`src/rtl/key_pkg.sv`:
```
// rtl/key_pkg.sv - shared channel state type and board-clock timing defaults
package key_pkg;

    typedef enum logic [1:0] {
        IDLE   = 2'd0,
        HELD   = 2'd1,
        REPEAT = 2'd2
    } key_fsm_e;

    // 50 MHz board clock: ~82 us debounce, 100 ms to first repeat, 20 ms repeat period
    localparam int DEF_DEB_CYCLES    = 4095;
    localparam int DEF_LONG_CYCLES   = 5000000;
    localparam int DEF_REPEAT_CYCLES = 1000000;

endpackage

```
`src/rtl/key_debounce_array_if.sv`:
```
// rtl/key_debounce_array_if.sv - key conditioner signal bundle
interface key_debounce_array_if #(
    parameter int NUM_KEYS = 4
);
    logic [NUM_KEYS-1:0] key_in;
    logic                repeat_en;
    logic [NUM_KEYS-1:0] irq_en;
    logic [NUM_KEYS-1:0] irq_clr;
    logic [NUM_KEYS-1:0] key_state;
    logic [NUM_KEYS-1:0] press_pulse;
    logic [NUM_KEYS-1:0] release_pulse;
    logic [NUM_KEYS-1:0] repeat_pulse;
    logic [NUM_KEYS-1:0] irq_pending;
    logic                irq;

    modport master (
        output key_in, repeat_en, irq_en, irq_clr,
        input  key_state, press_pulse, release_pulse, repeat_pulse, irq_pending, irq
    );

    modport slave (
        input  key_in, repeat_en, irq_en, irq_clr,
        output key_state, press_pulse, release_pulse, repeat_pulse, irq_pending, irq
    );
endinterface

```
`src/rtl/key_debounce_chan.sv`:
```
// rtl/key_debounce_chan.sv - one key channel: synchroniser, debounce, hold/repeat FSM
module key_debounce_chan
    import key_pkg::*;
#(
    parameter int CNT_W         = 12,
    parameter int DEB_CYCLES    = DEF_DEB_CYCLES,
    parameter int HOLD_W        = 24,
    parameter int LONG_CYCLES   = DEF_LONG_CYCLES,
    parameter int REPEAT_CYCLES = DEF_REPEAT_CYCLES,
    parameter int ACTIVE_LOW    = 0
) (
    input  logic HCLK,
    input  logic HRESET,
    input  logic key_in,
    input  logic repeat_en,
    output logic key_state,
    output logic press_pulse,
    output logic release_pulse,
    output logic repeat_pulse
);

    localparam logic              IDLE_LVL  = (ACTIVE_LOW != 0);
    localparam logic [CNT_W-1:0]  DEB_LAST  = CNT_W'(DEB_CYCLES - 1);
    localparam logic [HOLD_W-1:0] LONG_LAST = HOLD_W'(LONG_CYCLES - 1);
    localparam logic [HOLD_W-1:0] REP_LAST  = HOLD_W'(REPEAT_CYCLES - 1);

    logic [1:0]        sync_ff;
    logic              sync;
    logic [CNT_W-1:0]  deb_cnt;
    logic              accept;
    logic              freeze;
    key_fsm_e          state, state_next;
    logic [HOLD_W-1:0] hold_cnt, hold_next;
    logic              fire;

    // Sync flops reset to the released pin level so an active-low key does not self-press
    assign sync   = IDLE_LVL ? ~sync_ff[1] : sync_ff[1];
    assign accept = (sync != key_state) && (deb_cnt == DEB_LAST);
    assign freeze = (deb_cnt != '0);

    always_ff @(posedge HCLK or posedge HRESET) begin
        if (HRESET) begin
            sync_ff       <= {2{IDLE_LVL}};
            deb_cnt       <= '0;
            key_state     <= 1'b0;
            press_pulse   <= 1'b0;
            release_pulse <= 1'b0;
        end else begin
            sync_ff       <= {sync_ff[0], key_in};
            press_pulse   <= accept & ~key_state;
            release_pulse <= accept & key_state;
            if (accept) begin
                key_state <= ~key_state;
                deb_cnt   <= '0;
            end else if (sync == key_state) begin
                deb_cnt <= '0;
            end else begin
                deb_cnt <= deb_cnt + 1'b1;
            end
        end
    end

    always_comb begin
        state_next = state;
        hold_next  = hold_cnt;
        fire       = 1'b0;
        case (state)
            IDLE: begin
                if (accept && !key_state) begin
                    state_next = HELD;
                    hold_next  = '0;
                end
            end
            HELD, REPEAT: begin
                if (accept) begin
                    state_next = IDLE;
                    hold_next  = '0;
                end else if (!freeze) begin
                    // Hold time stalls while a possible release is still being debounced
                    if (hold_cnt == ((state == HELD) ? LONG_LAST : REP_LAST)) begin
                        state_next = REPEAT;
                        hold_next  = '0;
                        fire       = 1'b1;
                    end else begin
                        hold_next = hold_cnt + 1'b1;
                    end
                end
            end
            default: begin
                state_next = IDLE;
                hold_next  = '0;
            end
        endcase
    end

    always_ff @(posedge HCLK or posedge HRESET) begin
        if (HRESET) begin
            state        <= IDLE;
            hold_cnt     <= '0;
            repeat_pulse <= 1'b0;
        end else begin
            state        <= state_next;
            hold_cnt     <= hold_next;
            repeat_pulse <= fire & repeat_en;
        end
    end

endmodule

```
`src/rtl/key_debounce_array.sv`:
```
// rtl/key_debounce_array.sv - N-channel key conditioner with sticky maskable interrupts
module key_debounce_array
    import key_pkg::*;
#(
    parameter int NUM_KEYS      = 4,
    parameter int CNT_W         = 12,
    parameter int DEB_CYCLES    = DEF_DEB_CYCLES,
    parameter int HOLD_W        = 24,
    parameter int LONG_CYCLES   = DEF_LONG_CYCLES,
    parameter int REPEAT_CYCLES = DEF_REPEAT_CYCLES,
    parameter int ACTIVE_LOW    = 0
) (
    input  logic                 HCLK,
    input  logic                 HRESET,
    key_debounce_array_if.slave  bus
);

    logic [NUM_KEYS-1:0] state_vec;
    logic [NUM_KEYS-1:0] press_vec;
    logic [NUM_KEYS-1:0] release_vec;
    logic [NUM_KEYS-1:0] repeat_vec;
    logic [NUM_KEYS-1:0] pending;

    for (genvar i = 0; i < NUM_KEYS; i++) begin : g_chan
        key_debounce_chan #(
            .CNT_W         (CNT_W),
            .DEB_CYCLES    (DEB_CYCLES),
            .HOLD_W        (HOLD_W),
            .LONG_CYCLES   (LONG_CYCLES),
            .REPEAT_CYCLES (REPEAT_CYCLES),
            .ACTIVE_LOW    (ACTIVE_LOW)
        ) u_chan (
            .HCLK          (HCLK),
            .HRESET        (HRESET),
            .key_in        (bus.key_in[i]),
            .repeat_en     (bus.repeat_en),
            .key_state     (state_vec[i]),
            .press_pulse   (press_vec[i]),
            .release_pulse (release_vec[i]),
            .repeat_pulse  (repeat_vec[i])
        );
    end

    // A new event in the same cycle as a clear keeps the bit set
    always_ff @(posedge HCLK or posedge HRESET) begin
        if (HRESET) begin
            pending <= '0;
        end else begin
            pending <= (pending & ~bus.irq_clr) | press_vec | release_vec | repeat_vec;
        end
    end

    assign bus.key_state     = state_vec;
    assign bus.press_pulse   = press_vec;
    assign bus.release_pulse = release_vec;
    assign bus.repeat_pulse  = repeat_vec;
    assign bus.irq_pending   = pending;
    assign bus.irq           = |(pending & bus.irq_en);

endmodule

```
`src/flat_wrapper.sv`:
```
// flat-port wrapper written by rule: the top's interface ports become plain ports
module key_debounce_array_flat import key_pkg::*;
#(
    parameter int NUM_KEYS      = 4,
    parameter int CNT_W         = 12,
    parameter int DEB_CYCLES    = DEF_DEB_CYCLES,
    parameter int HOLD_W        = 24,
    parameter int LONG_CYCLES   = DEF_LONG_CYCLES,
    parameter int REPEAT_CYCLES = DEF_REPEAT_CYCLES,
    parameter int ACTIVE_LOW    = 0
)
  (HCLK, HRESET, bus_key_in, bus_repeat_en, bus_irq_en, bus_irq_clr, bus_key_state, bus_press_pulse, bus_release_pulse, bus_repeat_pulse, bus_irq_pending, bus_irq);
  key_debounce_array_if #(.NUM_KEYS(NUM_KEYS)) bus_i ();
  input  logic HCLK;
  input  logic HRESET;
  input wire logic [$bits(bus_i.key_in)-1:0] bus_key_in;
  input wire logic [$bits(bus_i.repeat_en)-1:0] bus_repeat_en;
  input wire logic [$bits(bus_i.irq_en)-1:0] bus_irq_en;
  input wire logic [$bits(bus_i.irq_clr)-1:0] bus_irq_clr;
  output wire logic [$bits(bus_i.key_state)-1:0] bus_key_state;
  output wire logic [$bits(bus_i.press_pulse)-1:0] bus_press_pulse;
  output wire logic [$bits(bus_i.release_pulse)-1:0] bus_release_pulse;
  output wire logic [$bits(bus_i.repeat_pulse)-1:0] bus_repeat_pulse;
  output wire logic [$bits(bus_i.irq_pending)-1:0] bus_irq_pending;
  output wire logic [$bits(bus_i.irq)-1:0] bus_irq;
  assign bus_i.key_in = bus_key_in;
  assign bus_i.repeat_en = bus_repeat_en;
  assign bus_i.irq_en = bus_irq_en;
  assign bus_i.irq_clr = bus_irq_clr;
  assign bus_key_state = bus_i.key_state;
  assign bus_press_pulse = bus_i.press_pulse;
  assign bus_release_pulse = bus_i.release_pulse;
  assign bus_repeat_pulse = bus_i.repeat_pulse;
  assign bus_irq_pending = bus_i.irq_pending;
  assign bus_irq = bus_i.irq;
  key_debounce_array #(.NUM_KEYS(NUM_KEYS), .CNT_W(CNT_W), .DEB_CYCLES(DEB_CYCLES), .HOLD_W(HOLD_W), .LONG_CYCLES(LONG_CYCLES), .REPEAT_CYCLES(REPEAT_CYCLES), .ACTIVE_LOW(ACTIVE_LOW)) u_core (.HCLK(HCLK), .HRESET(HRESET), .bus(bus_i));
endmodule
```
`config.mk`:
```
export PLATFORM = sky130hd
export DESIGN_NAME = key_debounce_array_flat
export DESIGN_NICKNAME = d
export VERILOG_FILES = /design/src/rtl/key_pkg.sv /design/src/rtl/key_debounce_array_if.sv /design/src/rtl/key_debounce_chan.sv /design/src/rtl/key_debounce_array.sv /design/src/flat_wrapper.sv
export SDC_FILE = /design/constraint.sdc
export NUM_CORES = 1
export LEC_CHECK = 0
export ABC_AREA = 1
export ABC_CLOCK_PERIOD_IN_PS = 7540
export CORE_ASPECT_RATIO = 1.4
export CORE_UTILIZATION = 30
export DETAILED_ROUTE_END_ITERATION = 12
export PLACE_DENSITY_LB_ADDON = 0.08
export SYNTH_ARGS = -nofsm -noshare
export SYNTH_HDL_FRONTEND = slang
export SYNTH_SLANG_ARGS = --single-unit
```
`constraint.sdc`:
```
create_clock -name HCLK -period 7.54 [get_ports HCLK]
set_clock_uncertainty 0.15 [all_clocks]
set_input_delay 0.754 -clock HCLK [delete_from_list [all_inputs] [get_ports HCLK]]
set_output_delay 0.754 -clock HCLK [all_outputs]
set_load 0.01 [all_outputs]
```
==> results.txt, run 1 <==
Via count: 9,977
I/O pins: 36
Cells after DPL: 2,116
Combinational share of power: 0.033
Dpl hpwl: 21.4 mm
# diodes: 0
Die area: 39,000 sq um
Post-synth EDFFs: 0
Post-Layout Cell Count: 2,148
CTS buffer count: 17
Clk_lat worst skew: 0.46 ns
Buffers on Ports: 35
Critical path class: input port to output port
Library cells used by synthesis: 39
#FFs+latches synth: 180
Share of the synthesized area in the top cell type: 0.393
CP Buf/Inv Count: 2
Critical Path Source Type: input port
Wirelength per Cell: 13.6 microns
Max cap viols: 0
Maximum fanout along the worst path: 1
Cell count after synthesis: 1,652
Clock slew at reported path FFs: 0.07 ns
Slew HR: 0.394
Hold Crit Class: register to register
Clock tree buffer depth: 2
Unrepaired setup endpoints after global routing: no
FFs w/ async S/R, synth: 1.00
Sequential fraction of the synthesis area: 0.393
Rows: 84
Main area contributors after synthesis: dfrtp_1, nand2_1, nor2_1, inv_1, nand4_1
Switching power share of the total: 0.235
Outcome: finished, final reports clean
Drt first-iter violations: 518
Largest net degree at the start of global routing: 116
Most used cell, CP: clkdlybuf4s50_1
Power share of the sequential group: 0.491
Ys Warns: 0
Setup TNS: 0 ns
Syn Area/Cell: 6.94 sq um
Switch Pwr: 469 uW
Slowest cell on crit path: clkdlybuf4s50_1
Synth top cells by count: nand2_1, nor2_1, inv_1, dfrtp_1, nand3_1
Most frequent cell after synthesis: nand2_1
Max incr delay on CP: 0.53 ns
Antenna Violating Nets Remaining: 0
Initial antenna violation count: 0
Placed Area: 12,100 sq um
Max Slew Vio Count: 0
H-Tree Level Count: 4
GRT Residual Overflow: 0
Initial Util: 0.305
Cell Area, Synth: 11,500 sq um
Pwr/cell area: 157 nW/um^2
CTS resizes: 0
Ys flop type: dfrtp_1
Die Wd: 167 microns
Period minus WS final: 2.94 ns
Crit-path cells: clkdlybuf4s50_1, nand2_1, nand4_1, clkdlybuf4s50_1
CTS tree: done
Worst Path Arrival: 2.04 ns
Placer Congestion: 0.813
Fin crit share: 0.390
Fin util: 0.337
Total GRT Usage: 0.160
Core ar.: 37,600 sq um
Layout cells sized above 1: 0.0609
Avg Vias per Cell: 4.64
Final hold vios: 0
Top delay family on crit path: buffers and inverters
DIE HEIGHT: 233 microns
Worst slew pin tran: 0.908 ns
Worst vdd ir: 0.0000930 V
Max Fclk: 0.340 GHz
Clock sinks: 180
Pint: 1.52 mW
Hold-fix buffers, CTS: 0
Critical Path End Type: output port
Synth Net Count: 1,699
Vias in the first global route: 9,880
WP data required: 6.64 ns
Global-route wire length before repair: 49.7 mm
Area leader, netlist: dfrtp_1
Final instance area: 12,700 sq um
Pleak: 5.98 nW
Clk pwr share: 0.476
DRT Wirelength: 29.2 mm
Root Driver: clkbuf_16
Setup violators final: 0
Final #Nets: 1,709
Post-CTS Setup Bufs: 0
DR pass1 iterations: 5
Area delta synth->final: 10.6%
# DRC: 0
## placed cells by master, fill, tap and decap left out, drive strengths merged, types with 5 or more instances in the layout
master	netlist	layout
xor2	14	14
nor3	23	23
clkinv	3	5
nor4	5	5
nand4	96	96
nor2	287	287
or2	7	7
a21oi	13	13
clkdlybuf4s50	0	35
o21ai	65	65
inv	257	259
o21bai	6	6
ha	32	32
nand2	465	465
clkbuf	4	21
nand3b	14	14
dfrtp	180	180
nand3	127	127
## metal layers
layer | vias up | track usage | routed length (microns) | share of wire
met5 | - | 0 | 0 | 0
met4 | 0 | 0.0614 | 679 | 0.023
met3 | 38 | 0.0232 | 607 | 0.021
met2 | 110 | 0.300 | 15100 | 0.52
met1 | 4613 | 0.183 | 12800 | 0.44
li1 | 5216 | - | - | -
## final cells by class
class	count	area (sq um)
clock buffer	21	450
clock inverter	11	151
fill	4148	24900
inverter	260	988
multi-input combinational	1167	5630
sequential	180	4500
tap	473	592
timing repair buffer	36	358
## worst paths after layout
kind / from / end / slack [ns] / depth (start not counted)
worst min-delay path: u_core.g_chan[0].u_chan.sync_ff[0] / u_core.g_chan[0].u_chan.sync_ff[1] / 0.20 / 0
max in group asynchronous: HRESET / u_core.g_chan[3].u_chan.deb_cnt[5] / 5.04 / 3
worst max register to register: u_core.g_chan[1].u_chan.state[0] / u_core.g_chan[1].u_chan.state[0] / 4.71 / 9
worst max-delay path: bus_irq_en[2] / bus_irq / 4.60 / 4
worst min register to register: u_core.g_chan[0].u_chan.sync_ff[0] / u_core.g_chan[0].u_chan.sync_ff[1] / 0.20 / 0
min in group asynchronous: HRESET / u_core.g_chan[2].u_chan.deb_cnt[8] / 0.66 / 2
## power groups by stage
stage	clock network (mW)	registers (mW)	logic (mW)
finish	0.950	0.979	0.0654
global route	1.02	0.979	0.0780
floorplan	0	0.996	0.0436
global placement	0	0.998	0.0687
CTS	0.985	0.979	0.0696
detailed placement	0	0.998	0.0693
## through the flow
stage	power [mW]	hold slack, ns	setup WS [ns]
5_1_grt	2.08	0.206	4.39
4_1_cts	2.03	0.202	4.56
2_1_floorplan	1.04	0.181	1.75
6_report	1.99	0.201	4.60
3_3_place_gp	1.07	0.184	4.44
3_5_place_dp	1.07	0.186	4.37
## state kept, by name, summed over array words and instances, names as in the netlist
signal	flops
u_core.bus.irq_pending	4
u_core.g_chan.u_chan.hold_cnt	96
u_core.g_chan.u_chan.repeat_pulse	4
u_core.g_chan.u_chan.press_pulse	4
u_core.g_chan.u_chan.state	8
u_core.g_chan.u_chan.key_state	4
u_core.g_chan.u_chan.sync_ff	8
u_core.g_chan.u_chan.release_pulse	4
u_core.g_chan.u_chan.deb_cnt	48
## worst register-to-register path: cells and delay by family (launching register included)
kind	cells	cell delay, ns
and+or+nand+nor	5	1.26
DFF	1	0.40
buffers and inverters	3	0.36
adders and majority gates	1	0.55
## kinds of logic (layout without fill, tap and decap cells)
| logic type | count (synthesis) | after routing | synth area share |
|---|---|---|---|
| xor gates and xnor gates | 15 | 15 | 0.0115 |
| DFF | 180 | 180 | 0.393 |
| AOI/OAI and AO/OA | 94 | 94 | 0.0450 |
| adders and majority gates | 32 | 32 | 0.0349 |
| buffers and inverters | 305 | 328 | 0.115 |
| and+or+nand+nor | 1026 | 1026 | 0.400 |
No activity file was read; power rests on OpenSTA's default activity.
==> run 2: changes to the inputs <==
- ABC_CLOCK_PERIOD_IN_PS: 7540 -> 2540
- clock period: 7.54 -> 2.54 ns (I/O delays scaled with it)
==> run 2 against run 1 <==
Against the previous run:
- sequential share of layout area decreased by 0.34 points
- combinational power rose to 3.3 times the previous value
- sequential power grew to 3.0 times the previous value
- critical path type is now register to register
- critical endpoint is now u_core.g_chan[0].u_chan.state[1]
- largest power group unchanged
- highest routed layer unchanged
==> results.txt, run 2 (same netlist as run 1, synthesis figures left out) <==
Most common cell after layout, fill and taps aside: nand2_1 (unchanged)
Critical path class: register to register (was input port to output port)
DR pass1 iterations: 5 (unchanged)
Worst vdd ir: 0.000378 V (was 0.0000930 V)
Hold Crit Class: input port to register (was register to register)
Slowest cell on crit path: dfrtp_1 (was clkdlybuf4s50_1)
Fin crit share: 0.890
Period minus WS final: 2.26 ns
Largest regs: u_core.g_chan.u_chan.hold_cnt (96), u_core.g_chan.u_chan.deb_cnt (48) (unchanged)
Outcome: finished, final reports clean (unchanged)
Initial Util: 0.305 (unchanged)
I/O pins: 36 (unchanged)
Wirelength per Cell: 13.6 microns (about the same)
Die Wd: 167 microns (unchanged)
Critical Path Source Type: register (was input port)
Final #Nets: 1,728 (was 1,709)
Worst slew pin tran: 0.595 ns (was 0.908 ns)
Most flop-heavy register: u_core.g_chan.u_chan.hold_cnt (unchanged)
Placer Congestion: 0.843 (was 0.813)
Slew HR: 0.602 (was 0.394)
Critical Path End Type: register (was output port)
Vias in the first global route: 9,995 (was 9,880)
Largest register FFs: 96 (unchanged)
# DRC: 0 (unchanged)
Max Slew Vio Count: 0 (unchanged)
Layout cells sized above 1: 0.0715 (was 0.0609)
Avg Vias per Cell: 4.61 (was 4.64)
Place WS: 0.210 ns (was 4.37 ns)
Design Power: 5.62 mW (was 1.99 mW)
Final hold vios: 0 (unchanged)
Unrepaired setup endpoints after global routing: no (unchanged)
Clk_lat worst skew: 0.45 ns (was 0.46 ns)
# diodes: 0 (unchanged)
Initial antenna violation count: 0 (unchanged)
Final worst slack: 0.280 ns (was 4.60 ns)
Max incr delay on CP: 0.41 ns (was 0.53 ns)
Max Fclk: 0.442 GHz
Clock tree buffer depth: 2 (unchanged)
Maximum fanout along the worst path: 23 (was 1)
Via count: 9,993 (was 9,977)
DRT Wirelength: 29.4 mm (was 29.2 mm)
GRT Residual Overflow: 0 (unchanged)
Area delta synth->final: 11.7% (was 10.6%)
Crit-path cells: inv_1, ha_1, nand3_1, nor2_2, nand3_2, nand2_8, nand2_4, inv_2, nand2_2, inv_2, nand2_1, nand2_1 (was clkdlybuf4s50_1, nand2_1, nand4_1, clkdlybuf4s50_1)
Core ar.: 37,600 sq um (unchanged)
DIE HEIGHT: 233 microns (unchanged)
Root Driver: clkbuf_16 (unchanged)
Dpl hpwl: 22.0 mm (was 21.4 mm)
Largest net degree at the start of global routing: 51 (was 116)
Worst Path Arrival: 2.50 ns (was 2.04 ns)
Setup violators final: 0 (unchanged)
Rows: 84 (unchanged)
Drt first-iter violations: 541 (was 518)
Clock sinks: 180 (unchanged)
H-Tree Level Count: 4 (unchanged)
Clock slew at reported path FFs: 0.07 ns (about the same)
CTS buffer count: 17 (unchanged)
Die area: 39,000 sq um (unchanged)
CTS tree: done (unchanged)
Global-route wire length before repair: 50.2 mm (was 49.7 mm)
Max cap viols: 0 (unchanged)
Most frequent cells in the layout: nand2_1, nor2_1, inv_1 (unchanged)
Pleak: 6.06 nW (was 5.98 nW)
Pwr/cell area: 439 nW/um^2 (was 157 nW/um^2)
WP data required: 2.78 ns (was 6.64 ns)
Total GRT Usage: 0.161 (was 0.160)
Buffers on Ports: 35 (unchanged)
Antenna Violating Nets Remaining: 0 (unchanged)
==> run 2: through the flow <==
step	cells	hold slack, ns	util	area [sq um]	setup TNS (ns)
final	2166	0.0911	0.340	12800	0
after global routing	2166	0.0768	0.340	12800	0
after CTS	2166	0.0615	0.340	12800	0
after detailed placement	2134	0.188	0.326	12300	0
after global placement	2134	0.186	0.326	12300	0
after floorplan	1652	0.135	-	11500	-31.07
==> run 2: area by class of cell <==
class	count	area, sq um
multi-input combinational	1167	5640
sequential	180	4500
clock buffer	19	443
fill	4066	24800
inverter	260	985
clock inverter	12	82.6
timing repair buffer	55	553
tap	473	592
==> run 2: power breakdown <==
part           switching [mW]  internal (mW)
combinational           0.142         0.0746
sequential             0.0193           2.89
clock                    1.23           1.27
total                    1.39           4.23
==> run 2: what timing repair did <==
item / CTS / global route
hold endpoints to repair: 7 / 0
resized for setup: 0 / 1
setup buffers: 0 / 0
hold buffers: 1 / 0
setup endpoints to repair: 0 / 1
==> run 2: worst paths after layout <==
check / start / end / slack (ns) / depth (start not counted)
worst max register to register: u_core.g_chan[0].u_chan.deb_cnt[0] / u_core.g_chan[0].u_chan.state[1] / 0.28 / 12
max in group asynchronous: HRESET / u_core.g_chan[1].u_chan.hold_cnt[6] / 1.08 / 4
worst min-delay path: bus_key_in[2] / u_core.g_chan[2].u_chan.sync_ff[0] / 0.09 / 1
worst max-delay path: u_core.g_chan[0].u_chan.deb_cnt[0] / u_core.g_chan[0].u_chan.state[1] / 0.28 / 12
min in group asynchronous: HRESET / u_core.bus.irq_pending[3] / 0.56 / 3
worst min register to register: u_core.g_chan[0].u_chan.sync_ff[0] / u_core.g_chan[0].u_chan.sync_ff[1] / 0.20 / 0
==> run 2: worst max-delay path: cells and delay by family, from the launching register on <==
kind	cells	cell delay [ns]
simple gates	8	1.11
fa+ha+maj	1	0.15
buf+inv	3	0.37
flops	1	0.41
==> run 2: routing by layer <==
metal	vias up	track usage	wire, microns
met4	0	0.0616	582
met1	4597	0.193	13200
met3	31	0.0193	563
met5	-	0	0
li1	5251	-	-
met2	114	0.292	15000
